[src/rtl/quotient_converter_pkg.sv]
`default_nettype none
// ============================================================================
//  Module      : quotient_converter_pkg
//  Description : Shared types and constants for the SRT quotient converter:
//                FSM state encoding, remainder-correction codes and opCode
//                bit positions.
//  Revision    : 1.0  initial release
// ============================================================================
package quotient_converter_pkg;

    typedef enum logic [1:0] {
        IDLE    = 2'd0,
        ITER    = 2'd1,
        CORRECT = 2'd2,
        DONE    = 2'd3
    } state_e;

    localparam logic [1:0] REMCORR_NONE = 2'b00;
    localparam logic [1:0] REMCORR_ADD  = 2'b01;
    localparam logic [1:0] REMCORR_SUB  = 2'b10;

    localparam int OP_DIV      = 2;
    localparam int OP_UNSIGNED = 0;

endpackage : quotient_converter_pkg
`default_nettype wire

[src/rtl/otf_digit_update.sv]
`default_nettype none
// ============================================================================
//  Module      : otf_digit_update
//  Description : Combinational on-the-fly conversion step. Given the current
//                Q/QM pair and one radix-2 SRT digit {Non0,SignSel}, produces
//                the next Q/QM pair.
//  Ports       : q_i, qm_i        low W-1 bits of current Q / QM (the MSB is
//                                 shifted out and therefore not needed)
//                non0_i, signsel_i kernel digit bits
//                sd_i             latched divisor sign
//                q_next_o, qm_next_o  next Q / QM, W bits
//  Revision    : 1.0  initial release
// ============================================================================
module otf_digit_update #(
    parameter int W = 33
) (
    input  logic [W-2:0] q_i,
    input  logic [W-2:0] qm_i,
    input  logic         non0_i,
    input  logic         signsel_i,
    input  logic         sd_i,
    output logic [W-1:0] q_next_o,
    output logic [W-1:0] qm_next_o
);

    // Digit is negative when the kernel's sign select disagrees with the
    // divisor sign; zero when Non0 is clear.
    logic w_neg;
    assign w_neg = signsel_i ^ sd_i;

    always_comb begin
        q_next_o  = {q_i, 1'b0};
        qm_next_o = {qm_i, 1'b1};
        if (non0_i) begin
            if (w_neg) begin
                q_next_o  = {qm_i, 1'b1};
                qm_next_o = {qm_i, 1'b0};
            end else begin
                q_next_o  = {q_i, 1'b1};
                qm_next_o = {q_i, 1'b0};
            end
        end
    end

endmodule : otf_digit_update
`default_nettype wire

[src/rtl/quotient_converter.sv]
`default_nettype none
// ============================================================================
//  Module      : quotient_converter
//  Description : Receives one radix-2 SRT quotient digit per cycle from the
//                divider kernel, builds the binary quotient with on-the-fly
//                conversion (Q/QM), then applies the final sign correction
//                from the remainder sign and reports the remainder fix-up.
//  Ports       : clk, rst                  clock, synchronous active-high reset
//                start, opCode, *Sign      division request and operand signs
//                digit_valid, SignSel, Non0  quotient digit stream
//                rem_valid, remSign, remZero final remainder flags
//                busy, quot_valid          status / one-cycle result strobe
//                quotient, remCorr         corrected quotient, remainder fix-up
//  Revision    : 1.0  initial release
// ============================================================================
module quotient_converter
    import quotient_converter_pkg::*;
#(
    parameter int PARALLELISM = 32
) (
    input  logic                   clk,
    input  logic                   rst,
    input  logic                   start,
    input  logic [2:0]             opCode,
    input  logic                   dividendSign,
    input  logic                   divisorSign,
    input  logic                   digit_valid,
    input  logic                   SignSel,
    input  logic                   Non0,
    input  logic                   rem_valid,
    input  logic                   remSign,
    input  logic                   remZero,
    output logic                   busy,
    output logic                   quot_valid,
    output logic [PARALLELISM-1:0] quotient,
    output logic [1:0]             remCorr
);

    localparam int c_qw = PARALLELISM + 1;
    localparam int c_cw = $clog2(PARALLELISM + 1);
    localparam logic [c_cw-1:0] c_last = c_cw'(PARALLELISM - 1);

    state_e                   state_q,    state_d;
    logic [c_qw-1:0]          q_q,        q_d;
    logic [c_qw-1:0]          qm_q,       qm_d;
    logic [c_cw-1:0]          count_q,    count_d;
    logic                     sd_q,       sd_d;
    logic                     sx_q,       sx_d;
    logic [PARALLELISM-1:0]   quotient_q, quotient_d;
    logic [1:0]               remcorr_q,  remcorr_d;

    logic [c_qw-1:0] w_q_next;
    logic [c_qw-1:0] w_qm_next;
    logic [c_qw-1:0] w_q_inc;
    logic            w_wrong;
    logic            w_unused;

    otf_digit_update #(
        .W (c_qw)
    ) u_otf (
        .q_i       (q_q[c_qw-2:0]),
        .qm_i      (qm_q[c_qw-2:0]),
        .non0_i    (Non0),
        .signsel_i (SignSel),
        .sd_i      (sd_q),
        .q_next_o  (w_q_next),
        .qm_next_o (w_qm_next)
    );

    // Q+1 wraps modulo 2^(PARALLELISM+1); only the low bits reach the output.
    assign w_q_inc = q_q + c_qw'(1);

    // The remainder has the wrong sign when it is non-zero and disagrees
    // with the dividend sign.
    assign w_wrong = !remZero && (remSign != sx_q);

    // MSBs of the guard-extended Q/QM and opCode[1] never reach an output.
    assign w_unused = ^{q_q[c_qw-1], qm_q[c_qw-1], w_q_inc[c_qw-1], opCode[1]};

    always_ff @(posedge clk) begin
        if (rst) begin
            state_q    <= IDLE;
            q_q        <= '0;
            qm_q       <= '1;
            count_q    <= '0;
            sd_q       <= 1'b0;
            sx_q       <= 1'b0;
            quotient_q <= '0;
            remcorr_q  <= REMCORR_NONE;
        end else begin
            state_q    <= state_d;
            q_q        <= q_d;
            qm_q       <= qm_d;
            count_q    <= count_d;
            sd_q       <= sd_d;
            sx_q       <= sx_d;
            quotient_q <= quotient_d;
            remcorr_q  <= remcorr_d;
        end
    end

    always_comb begin
        state_d    = state_q;
        q_d        = q_q;
        qm_d       = qm_q;
        count_d    = count_q;
        sd_d       = sd_q;
        sx_d       = sx_q;
        quotient_d = quotient_q;
        remcorr_d  = remcorr_q;

        case (state_q)
            IDLE: begin
                if (start && opCode[OP_DIV]) begin
                    state_d = ITER;
                    q_d     = '0;
                    qm_d    = '1;
                    count_d = '0;
                    sd_d    = opCode[OP_UNSIGNED] ? 1'b0 : divisorSign;
                    sx_d    = opCode[OP_UNSIGNED] ? 1'b0 : dividendSign;
                end
            end
            ITER: begin
                if (digit_valid) begin
                    q_d     = w_q_next;
                    qm_d    = w_qm_next;
                    count_d = count_q + c_cw'(1);
                    if (count_q == c_last) begin
                        state_d = CORRECT;
                    end
                end
            end
            CORRECT: begin
                if (rem_valid) begin
                    state_d = DONE;
                    if (!w_wrong) begin
                        quotient_d = q_q[PARALLELISM-1:0];
                        remcorr_d  = REMCORR_NONE;
                    end else if (remSign != sd_q) begin
                        quotient_d = qm_q[PARALLELISM-1:0];
                        remcorr_d  = REMCORR_ADD;
                    end else begin
                        quotient_d = w_q_inc[PARALLELISM-1:0];
                        remcorr_d  = REMCORR_SUB;
                    end
                end
            end
            DONE: begin
                state_d = IDLE;
            end
            default: begin
                state_d = IDLE;
            end
        endcase
    end

    assign busy       = (state_q == ITER) || (state_q == CORRECT);
    assign quot_valid = (state_q == DONE);
    assign quotient   = quotient_q;
    assign remCorr    = remcorr_q;

endmodule : quotient_converter
`default_nettype wire
[config.mk]
export PLATFORM = sky130hd
export DESIGN_NAME = quotient_converter
export DESIGN_NICKNAME = d
export VERILOG_FILES = /design/src/rtl/quotient_converter_pkg.sv /design/src/rtl/otf_digit_update.sv /design/src/rtl/quotient_converter.sv
export SDC_FILE = /design/constraint.sdc
export NUM_CORES = 1
export LEC_CHECK = 0
export BUFFER_PORTS_ARGS = -buffer_cell sky130_fd_sc_hd__buf_4
export CAP_MARGIN = 20
export CORE_UTILIZATION = 53
export CTS_BUF_LIST = sky130_fd_sc_hd__clkbuf_4 sky130_fd_sc_hd__clkbuf_8
export DETAILED_ROUTE_END_ITERATION = 7
export PLACE_DENSITY_LB_ADDON = 0.12
export SLEW_MARGIN = 10
export SYNTH_ARGS = -nofsm -noshare
export SYNTH_HDL_FRONTEND = slang
export SYNTH_SLANG_ARGS = --single-unit
[constraint.sdc]
create_clock -name clk -period 5.7 [get_ports clk]
set_input_delay 0.57 -clock clk [delete_from_list [all_inputs] [get_ports clk]]
set_output_delay 0.57 -clock clk [all_outputs]
set_load 0.02 [all_outputs]
== Yosys cells after proc, flatten, opt, wreduce, memory -nomap -nowiden ==
Cells that the tools add are included.
W data, S select, Z words.
Operators by class
  bitwise gates (word level): 1
  reductions and logical operators: 10
  eq/ne operators: 10
  $add $sub $neg: 2
  multiplexer cells: 24
Operator list (count)
  $mux W32: 10
  $pmux W32 S2: 2
  $add A32 B1 Y32 const B: 1
  $mux W2: 6
  $mux W6: 2
  $pmux W6 S2: 1
  $ne A2 B2 Y1 const B: 4
  $pmux W2 S4: 1
  $add A6 B1 Y6 const B: 1
  $eq A6 B5 Y1 const B: 1
  $eq A2 B2 Y1 const B: 2
  $reduce_and A2 Y1: 2
  $reduce_and A4 Y1: 1
  $reduce_and A3 Y1: 1
  $eq A2 B1 Y1 const B: 1
  $logic_and A1 B1 Y1: 2
  $logic_not A2 Y1: 1
  $mux W1: 2
  $ne A1 B1 Y1: 2
  $reduce_bool A2 Y1: 1
  $logic_not A1 Y1: 1
  $logic_or A1 B1 Y1: 1
  $xor A1 B1 Y1: 1
Word-level totals
  input bits: 14
  register bits after elaboration: 108

== Depth between registers and ports, before layout ==
Gate-level depths: netlist of the first run.
  word-level depth: 5
  mapped depth: 9
  mapped depth without buffers: 7

== Hierarchy ==
Synthesis of the first run repeated with hierarchy kept, for this count alone.
Second synthesis, totals
  cells, all modules: 682
  area total of the unflattened synthesis: 6049.6 um^2
By module, submodules not included
  quotient_converter: area each 5099.9 um^2, cells an instance 606, times used 1, seq. area each 2162.1 um^2
  otf_digit_update: area each 949.7 um^2, cells an instance 76, times used 1, seq. area each 0.0 um^2

== Worst setup path before layout of the first run ==
No wires, ideal clock.
  path type: reg2reg
  start point: reg state_q[1]
  end point: reg qm_q[10]
  stages on the path, launching flop included: 10
  path buffers: 2
  library setup time: 123 ps
  required time: 5577 ps
  path slack: 3731 ps
  data arrival time: 1845 ps
  cell sequence: dfxtp_1 -> inv_1 -> ha_1 -> mux2i_1 -> a21oi_1 -> and2_1 -> clkbuf_1 -> buf_2 -> a31oi_1 -> or2_2
Between the ends
  word-level cells in the longest chain between the ends: 3
  elaborated cells on any way between the ends: 7
  those cells by class: eq/ne: 3; mux: 1; reduce/logical: 3
RTL lines
  start: declaration: RTL line quotient_converter.sv:43  | state_e state_q, state_d;
  start signal: assignment: RTL line quotient_converter.sv:91  | state_q <= state_d;
  $eq A2 B1 Y1 / $logic_not A2 Y1 (equally long branches): RTL line quotient_converter.sv:112  | case (state_q)
  $ne A2 B2 Y1 (no source line) / $reduce_bool A2 Y1 (equally long branches)
  $reduce_and A3 Y1 (no source line)
  end signal: assignment: RTL line quotient_converter.sv:93  | qm_q <= qm_d;
  end: declaration: RTL line quotient_converter.sv:45  | logic [c_qw-1:0] qm_q, qm_d;
Several ways; a longest one is shown, not always the timed one.
A chain may end at the register's enable or synchronous reset.

== Worst setup path after layout of the first run ==
  start point: reg state_q[1]
  end point: reg qm_q[0]
Same word-level chain as after synthesis.

==> results_dict.tcl, run 1 <==
set metrics [dict create \
    clock_path_buffers 2 \
    min_path_type "reg2reg" \
    yosysSeqAreaShare 0.368 \
    die_x_um 107 \
    port_buffers 48 \
    rsz0062_at_grt "false" \
    synthSimpleGateAreaFrac 0.218 \
    clk_pin_slew_ps 100 \
    cap_violations 0 \
    wire_per_inst_um 18.5 \
    gr-total-overflow 0 \
    drive_gt1_frac 0.189 \
    synth_xor_area_frac 0.0447 \
    core_mm2 0.0108 \
    post-route-min-period_ps 3510 \
    relSlewSlack 0.431 \
    p_int_w 0.00148 \
    route.detailed.drc 0 \
    synthToLayoutAreaGrowth_pct 8.56 \
    hold_viol_final 0 \
    worst_clock_skew_ps 12.9 \
    ir_worst_vdd_v 0.000470 \
    synth.distinct_cells 61 \
    synth-seq-cells 108 \
    async_flop_share 0 \
    worstPathMaxFanout 30 \
    dpl.cell_count 824 \
    first_global_vias 4992 \
    status "finished, final reports clean" \
    worstPathRequired_ps 5980 \
    die_y_um 107 \
    yosys-top-cells-area "dfxtp_1, mux2_2, nand2_1" \
    synth-adder-area-share 0.0128 \
    cts_tree "done" \
    drt_iter0_markers 397 \
    synth_compound_area_frac 0.221 \
    switchingPower_w 0.000922 \
    synth-edff-count 0 \
    hold_buffers 0 \
    h-tree-depth 3 \
    synth_common_cells "dfxtp_1, nand2_1, nor2_1" \
    muxShareOfSynthArea 0.0703 \
    cts_sinks 108 \
    start_kind "flop" \
    ys_warn_count 0 \
    grt_pass1_wl_um 25000 \
    synthesis.nets 723 \
    crit_path_end_kind "flop" \
    viasPerCell 6.33 \
    post_cts_buffers 0 \
    rows 38 \
    synth_top_family_by_area "compound AO/OA/AOI/OAI gates" \
    vias 5316 \
    p_comb_frac 0.351 \
    syn_area_mm2 0.00588 \
    cts_resized 0 \
    tns_ps 0 \
    root_buffer "clkbuf_8" \
    pwr-share-clk 0.229 \
    cts_buffers 9 \
    p_sw_frac 0.383 \
    p_leak_nw 2.38 \
    post-dp-hpwl_um 9210 \
    instances_no_fill 840 \
    powerDensity_mw_per_mm2 377 \
    worstSkewPairLatency_ps 400 \
    initial_utilization 0.542 \
    layout.nets 715 \
    period_share 0.617 \
    dp_slack_ps 2230 \
    syn_inst 703 \
    setup_viol 0 \
    ant_nets 0 \
    grt_max_degree 68 \
    arrival_ps 3800 \
    antenna_cells 0 \
    nFillCells 1011 \
    seq_power_share 0.419 \
    placed_area_mm2 0.00614 \
    antenna_found_initial 0 \
    drt_wl_total_um 15500 \
    grt.total_usage 0.278 \
    dr.pass1.iters 6 \
    max_clock_freq_mhz 285 \
    yosysMostFrequentCell "dfxtp_1" \
    slew_violations 0 \
    hold_ws_ps 462 \
    critical_path_class "reg2reg" \
    postLayoutCellArea_mm2 0.00638 \
    synth_top_area_cell "dfxtp_1" \
    avgSynthCellArea_um2 8.36 \
    io_pins 50 \
    dieArea_mm2 0.0115 \
    finalWorstSetupSlack_ps 2190 \
    gp_congestion 0.803 \
    ys.flop_type "dfxtp_1" \
    worst_slew_pin_slew_ps 854 \
    synth_top_cell_area_share 0.368 \
]
[layout make-up]
type	count	area, um^2	share of cell area
Clock buffer	12	165	0.0259
Clock inverter	4	70.1	0.0110
Inverter	8	30.0	0.00471
Multi-Input combinational cell	509	3330	0.523
Sequential cell	108	2160	0.339
Tap cell	140	175	0.0275
Timing Repair Buffer	59	443	0.0694
[per-layer routing]
layer,wire (um),global-route usage,vias to the layer above
met5,0,0,-
met4,331,0.121,0
met3,881,0.0478,27
met2,7480,0.459,170
met1,6860,0.358,2582
li1,-,-,2537
[path summary, 6_finish.rpt]
kind / depth (start not counted) / end / start / slack (ps)
max: 9 / qm_q[0]$_SDFFE_PP1P_ / state_q[1]$_SDFFE_PP0P_ / 2190
max reg2reg: 9 / qm_q[0]$_SDFFE_PP1P_ / state_q[1]$_SDFFE_PP0P_ / 2190
min reg2reg: 2 / remCorr[0]$_SDFFE_PP0P_ / remCorr[0]$_SDFFE_PP0P_ / 460
min: 2 / remCorr[0]$_SDFFE_PP0P_ / remCorr[0]$_SDFFE_PP0P_ / 460
[power by group through the flow]
stage / registers, W / clock network [W] / logic [W]
finish: 0.00101 / 0.000551 / 0.000846
global route: 0.00102 / 0.000588 / 0.000926
CTS: 0.00100 / 0.000566 / 0.000845
detailed placement: 0.00102 / 0 / 0.000840
global placement: 0.00101 / 0 / 0.000821
floorplan: 0.00101 / 0 / 0.000610
[sequential cells by signal, summed over array words and instances (netlist names)]
register  flops
q_q          32
qm_q         32
quotient     32
count_q       6
remCorr       2
state_q       2
sd_q          1
sx_q          1
[cell usage in the layout (no fill, tap or decap), types with 3 or more instances in the layout]
cell | netlist | layout
nand2b_1 | 7 | 7
nor2_1 | 76 | 76
a221o_1 | 18 | 18
nor3b_1 | 4 | 4
dfxtp_1 | 108 | 108
ha_1 | 6 | 6
and2_1 | 3 | 3
buf_4 | 1 | 59
mux2_2 | 34 | 34
a211o_1 | 16 | 16
a221oi_1 | 10 | 10
nand2_1 | 81 | 81
inv_1 | 8 | 8
mux2i_1 | 3 | 3
o22ai_1 | 16 | 16
or2_2 | 12 | 12
o32ai_1 | 5 | 5
a21oi_1 | 16 | 16
xor2_1 | 12 | 12
nand3_1 | 17 | 17
a211oi_1 | 5 | 5
o21ai_0 | 15 | 15
xnor2_1 | 18 | 18
a22oi_1 | 33 | 33
and4_1 | 4 | 4
clkbuf_8 | 0 | 12
nor3_1 | 12 | 12
or2_1 | 3 | 3
a31oi_1 | 27 | 27
nand4_1 | 13 | 13
nor4_1 | 7 | 7
and3_1 | 3 | 3
[logic make-up after synthesis]
logic type,after synthesis
buf+inv,86
simple gates,258
compound gates,178
mux,37
flops,108
fa+ha+maj,6
xor+xnor,30
[stage by stage]
step                utilization  power [W]
floorplan                     -    0.00162
global placement          0.567    0.00184
detailed placement        0.567    0.00186
CTS                       0.588    0.00242
global route              0.588    0.00254
finish                    0.588    0.00241
[critical path, stage by stage (launching register included)]
cell	delay, ps
dfxtp_1	360
inv_1	80
ha_1	710
mux2i_1	210
a21oi_1	160
buf_4	310
and2_1	690
buf_4	450
a21oi_1	120
or2_2	280
No activity file was read; power rests on OpenSTA's default activity.
==> run 2, diff against run 1 <==
==> constraint.sdc (replaced) <==
create_clock -name clk -period 3.2 [get_ports clk]
set_input_delay 0.32 -clock clk [delete_from_list [all_inputs] [get_ports clk]]
set_output_delay 0.32 -clock clk [all_outputs]
set_load 0.02 [all_outputs]
==> run 2 against run 1 <==
Effect of this change: the run now ends with design-rule violations left; maximum frequency is 46% higher; highest routed layer unchanged; via count is 0.60% higher; wire length is 0.26% higher; critical endpoint is now qm_q[10]$_SDFFE_PP1P_.
==> results_dict.tcl, run 2 (synthesis gave the netlist of run 1 again) <==
set metrics [dict create \
    status "complete, but fails checks" \
    violations "design-rule violations" \
    root_buffer "clkbuf_8" \
    nFillCells 1012 \
    ant_nets 0 \
    final_common_cell "dfxtp_1" \
    relSlewSlack 0.533 \
    layout.nets 718 \
    rsz0062_at_grt "false" \
    grt_pass1_wl_um 25700 \
    vias 5348 \
    max_clock_freq_mhz 416 \
    dp_slack_ps 851 \
    dieArea_mm2 0.0115 \
    hold_buffers 0 \
    route.detailed.drc 6 \
    cts_resized 0 \
    worstSkewPairLatency_ps 390 \
    seq_power_share 0.421 \
    hold_viol_final 0 \
    drt_iter0_markers 495 \
    hold_ws_ps 234 \
    period_share 0.751 \
    start_kind "flop" \
    post-route-min-period_ps 2400 \
    powerDensity_mw_per_mm2 667 \
    cts_sinks 108 \
    io_pins 50 \
    worstRegToRegCells 9 \
    p_comb_frac 0.360 \
    finalWorstSetupSlack_ps 797 \
    setup_viol 0 \
    rows 38 \
    ir_worst_vdd_v 0.000725 \
    arrival_ps 2680 \
    clock_path_buffers 2 \
    antenna_cells 0 \
    port_buffers 48 \
    worstHoldEndpoint "q_q[0]$_SDFFE_PP0P_" \
    synthToLayoutAreaGrowth_pct 8.69 \
    initial_utilization 0.542 \
    drive_gt1_frac 0.192 \
    instances_no_fill 843 \
    clk_pin_slew_ps 90 \
    power_w 0.00426 \
    worst_clock_skew_ps 9.45 \
    gp_congestion 0.782 \
    dpl.cell_count 827 \
    worstPathMaxFanout 46 \
    antenna_found_initial 0 \
    cts_buffers 9 \
    worstPathRequired_ps 3470 \
    switchingPower_w 0.00164 \
    p_leak_nw 2.39 \
    first_global_vias 5131 \
    crit_path_end_kind "flop" \
    pwr-share-clk 0.219 \
    h-tree-depth 3 \
    crit-reg2reg-launch "state_q[1]$_SDFFE_PP0P_" \
    viasPerCell 6.34 \
    gr-total-overflow 0 \
    grt_max_degree 67 \
    grt.total_usage 0.285 \
    post-dp-hpwl_um 9460 \
    post_cts_buffers 0 \
    p_int_w 0.00262 \
    wire_per_inst_um 18.5 \
    dr.pass1.iters 8 \
    core_mm2 0.0108 \
    p_sw_frac 0.384 \
    slew_violations 0 \
    tns_ps 0 \
    worst_slew_pin_slew_ps 694 \
    cap_violations 0 \
    drt_wl_total_um 15600 \
    r2r-end "qm_q[10]$_SDFFE_PP1P_" \
    holdPathStages 3 \
    mostFrequentLayoutCells "dfxtp_1, nand2_1, nor2_1" \
    cts_tree "done" \
    rrSetupSlack_ps 800 \
    die_x_um 107 \
    die_y_um 107 \
    critical_path_class "reg2reg" \
    min_from "Non0" \
    min_path_type "in2reg" \
]
## run 2: changes by cell type in the layout (fill, tap and decap cells not counted)
cell | previous run | this run
buf_4 | 59 | 62
clkbuf_4 | 0 | 1
clkbuf_8 | 12 | 10
clkinv_2 | 2 | 3
## run 2: critical path: stages (launching register included)
cell and delay (ps):
dfxtp_1 390, inv_1 80, ha_1 190, buf_4 220, mux2i_1 160, a21oi_1 170, and2_1 140, buf_4 460
a31oi_1 160, or2_2 300
## run 2: layer usage
layer / vias to the layer above / global-route usage / share of wire
met3: 19 / 0.0587 / 0.059
met2: 171 / 0.480 / 0.48
met5: - / 0 / 0
met4: 0 / 0.0822 / 0.012
li1: 2549 / - / -
met1: 2609 / 0.367 / 0.44
## run 2: how the worst max path moves through the flow
stage / startpoint / endpoint / slack [ps] / cells past startpoint
after floorplan: state_q[1]$_SDFFE_PP0P_ / qm_q[10]$_SDFFE_PP1P_ / 1230 / 9
after global placement: q_q[0]$_SDFFE_PP0P_ / quotient[18]$_SDFFE_PP0P_ / 900 / 7
after detailed placement: state_q[1]$_SDFFE_PP0P_ / qm_q[8]$_SDFFE_PP1P_ / 850 / 9
after CTS: state_q[1]$_SDFFE_PP0P_ / qm_q[10]$_SDFFE_PP1P_ / 830 / 9
after global routing: state_q[1]$_SDFFE_PP0P_ / qm_q[10]$_SDFFE_PP1P_ / 630 / 9
final: state_q[1]$_SDFFE_PP0P_ / qm_q[10]$_SDFFE_PP1P_ / 800 / 9
## run 2: power by group through the flow
stage               sequential, W  combinational (W)  clock [W]
global route              0.00182            0.00168    0.00100
detailed placement        0.00182            0.00152          0
finish                    0.00179            0.00154   0.000931
CTS                       0.00179            0.00153   0.000961
floorplan                 0.00180            0.00109          0
global placement          0.00181            0.00148          0
## run 2: cell type report
type / instances / area (um^2) / area share
Sequential cell: 108 / 2160 / 0.339
Inverter: 8 / 30.0 / 0.00470
Clock buffer: 11 / 145 / 0.0227
Multi-Input combinational cell: 509 / 3330 / 0.522
Timing Repair Buffer: 62 / 465 / 0.0729
Clock inverter: 5 / 75.1 / 0.0118
Tap cell: 140 / 175 / 0.0274
## run 2: stage by stage
step / cell area, um^2 / util
3_3_place_gp: 6170 / 0.569
6_report: 6390 / 0.589
5_1_grt: 6390 / 0.589
4_1_cts: 6390 / 0.589
3_5_place_dp: 6170 / 0.569
2_1_floorplan: 5880 / -
==> run 3, diff against run 2 <==
==> constraint.sdc (replaced) <==
create_clock -name clk -period 2 [get_ports clk]
set_input_delay 0.2 -clock clk [delete_from_list [all_inputs] [get_ports clk]]
set_output_delay 0.2 -clock clk [all_outputs]
set_load 0.02 [all_outputs]
==> run 3 against run 2 <==
Effect of this change: the flow now finishes without violations; non-clock buffer count up 39; sequential share of layout area down 2.3 points; maximum frequency up 26%; critical path depth down 1; cell count up 4.6%; global-route usage up 0.27 points; total power up 67%; core utilization up 4.4 points; setup slack worse by 710 ps; largest cell class unchanged; highest routed layer unchanged.
==> results_dict.tcl, run 3 (synthesis gave the netlist of run 1 again) <==
set metrics [dict create \
    cp_top_family "compound AO/OA/AOI/OAI gates" \
    arrival_ps 2250 \
    status "finished, final reports clean" \
    cp_slowest_cell "or3b_1" \
    power_w 0.00712 \
    worst_clock_skew_ps 14.8 \
    critical_path_class "reg2reg" \
    post-dp-hpwl_um 10100 \
    nFillCells 960 \
    max_clock_freq_mhz 522 \
    io_pins 50 \
    powerDensity_mw_per_mm2 1040 \
    drive_gt1_frac 0.240 \
    ant_nets 0 \
    wire_per_inst_um 18.8 \
    root_buffer "clkbuf_8" \
    route.detailed.drc 0 \
    multiInputGateArea_mm2 0.00334 \
    pwr-share-clk 0.212 \
    relSlewSlack 0.688 \
    grt_pass1_wl_um 25900 \
    die_y_um 107 \
    dieArea_mm2 0.0115 \
    slew_violations 0 \
    seq_power_share 0.397 \
    hold_viol_final 0 \
    dpl.cell_count 863 \
    gp_congestion 0.824 \
    core_mm2 0.0108 \
    gr-total-overflow 0 \
    worst_slew_pin_slew_ps 468 \
    vias 5560 \
    dr.pass1.iters 5 \
    setup_viol 0 \
    tns_ps 0 \
    p_sw_frac 0.388 \
    clock_path_buffers 2 \
    start_kind "flop" \
    first_global_vias 5124 \
    cts_sinks 108 \
    period_share 0.957 \
    critPathBufInv 3 \
    min_path_type "in2reg" \
    post-route-min-period_ps 1910 \
    crit_chain "buf_4 > or3b_1 > a21oi_4 > buf_12 > clkbuf_16 > a221o_1 > o21ai_0 > o22ai_1" \
    grt.total_usage 0.287 \
    hold_buffers 0 \
    die_x_um 107 \
    worstSkewPairLatency_ps 400 \
    cap_violations 0 \
    dp_slack_ps 83.4 \
    grt_use_met3 0.0605 \
    finalWorstSetupSlack_ps 85.8 \
    p_comb_frac 0.391 \
    ir_worst_vdd_v 0.00123 \
    crit_path_end_kind "flop" \
    cts_buffers 9 \
    h-tree-depth 3 \
    port_buffers 48 \
    final_common_cell "dfxtp_1" \
    worstPathMaxFanout 16 \
    switchingPower_w 0.00276 \
    mostFrequentLayoutCells "dfxtp_1, buf_4, nand2_1" \
    instances_no_fill 882 \
    p_leak_nw 2.65 \
    regArea_mm2 0.00216 \
    rows 38 \
    slowest_delay_ps 400 \
    initial_utilization 0.542 \
    drt_wl_total_um 16600 \
    grt.busiest_layer "met2" \
    antenna_cells 0 \
    clk_pin_slew_ps 110 \
    antenna_found_initial 0 \
    cts_tree "done" \
    viasPerCell 6.30 \
    layout.nets 757 \
    synthToLayoutAreaGrowth_pct 16.8 \
    worstPathRequired_ps 2340 \
    drt_iter0_markers 435 \
    grtUsageMet2 0.482 \
    grt.met1_usage 0.369 \
    p_int_w 0.00435 \
    grt_max_degree 65 \
]
## run 3: repair_timing
action                     4_1_cts  5_1_grt
resized for setup                0        5
setup buffers                    0        1
setup endpoints to repair        0       20
## run 3: layout make-up
type                       instances  share of cell area
tap                              140              0.0255
timing repair buffer             101               0.136
inverter                           8             0.00437
sequential                       108               0.315
clock buffer                      10              0.0191
clock inverter                     6              0.0129
multi-input combinational        509               0.487
## run 3: worst reg2reg max path, stage by stage (launching register included)
cell,delay (ps)
dfxtp_1,390
buf_4,180
or3b_1,400
a21oi_4,220
buf_12,140
clkbuf_16,170
a221o_1,170
o21ai_0,80
o22ai_1,120
## run 3: worst paths after layout
path                                               start                   endpoint  slack, ps  depth (start not counted)
worst max-delay path                   sd_q$_SDFFE_PP0P_  quotient[27]$_SDFFE_PP0P_         90                          8
worst min-delay path                           opCode[0]          sx_q$_SDFFE_PP0P_        100                          4
worst max register to register         sd_q$_SDFFE_PP0P_  quotient[27]$_SDFFE_PP0P_         90                          8
worst min register to register  quotient[3]$_SDFFE_PP0P_   quotient[3]$_SDFFE_PP0P_        460                          2
## run 3: power groups by stage
stage / logic [W] / registers, W / clock network, W
final: 0.00278 / 0.00282 / 0.00151
after global routing: 0.00300 / 0.00287 / 0.00163
after CTS: 0.00267 / 0.00281 / 0.00153
after detailed placement: 0.00266 / 0.00286 / 0
after global placement: 0.00259 / 0.00285 / 0
after floorplan: 0.00174 / 0.00288 / 0
## run 3: layer usage
| metal | share of wire | routed length, um |
|---|---|---|
| met5 | 0 | 0 |
| met4 | 0.019 | 316 |
| met3 | 0.062 | 1020 |
| met2 | 0.48 | 7970 |
| met1 | 0.44 | 7270 |
## run 3: stage by stage
| step | cell area, um^2 | hold WS [ps] | util |
|---|---|---|---|
| floorplan | 5880 | 348 | - |
| global placement | 6560 | 446 | 0.605 |
| detailed placement | 6560 | 450 | 0.605 |
| CTS | 6780 | 97.2 | 0.626 |
| global route | 6870 | 110 | 0.633 |
| finish | 6870 | 102 | 0.633 |
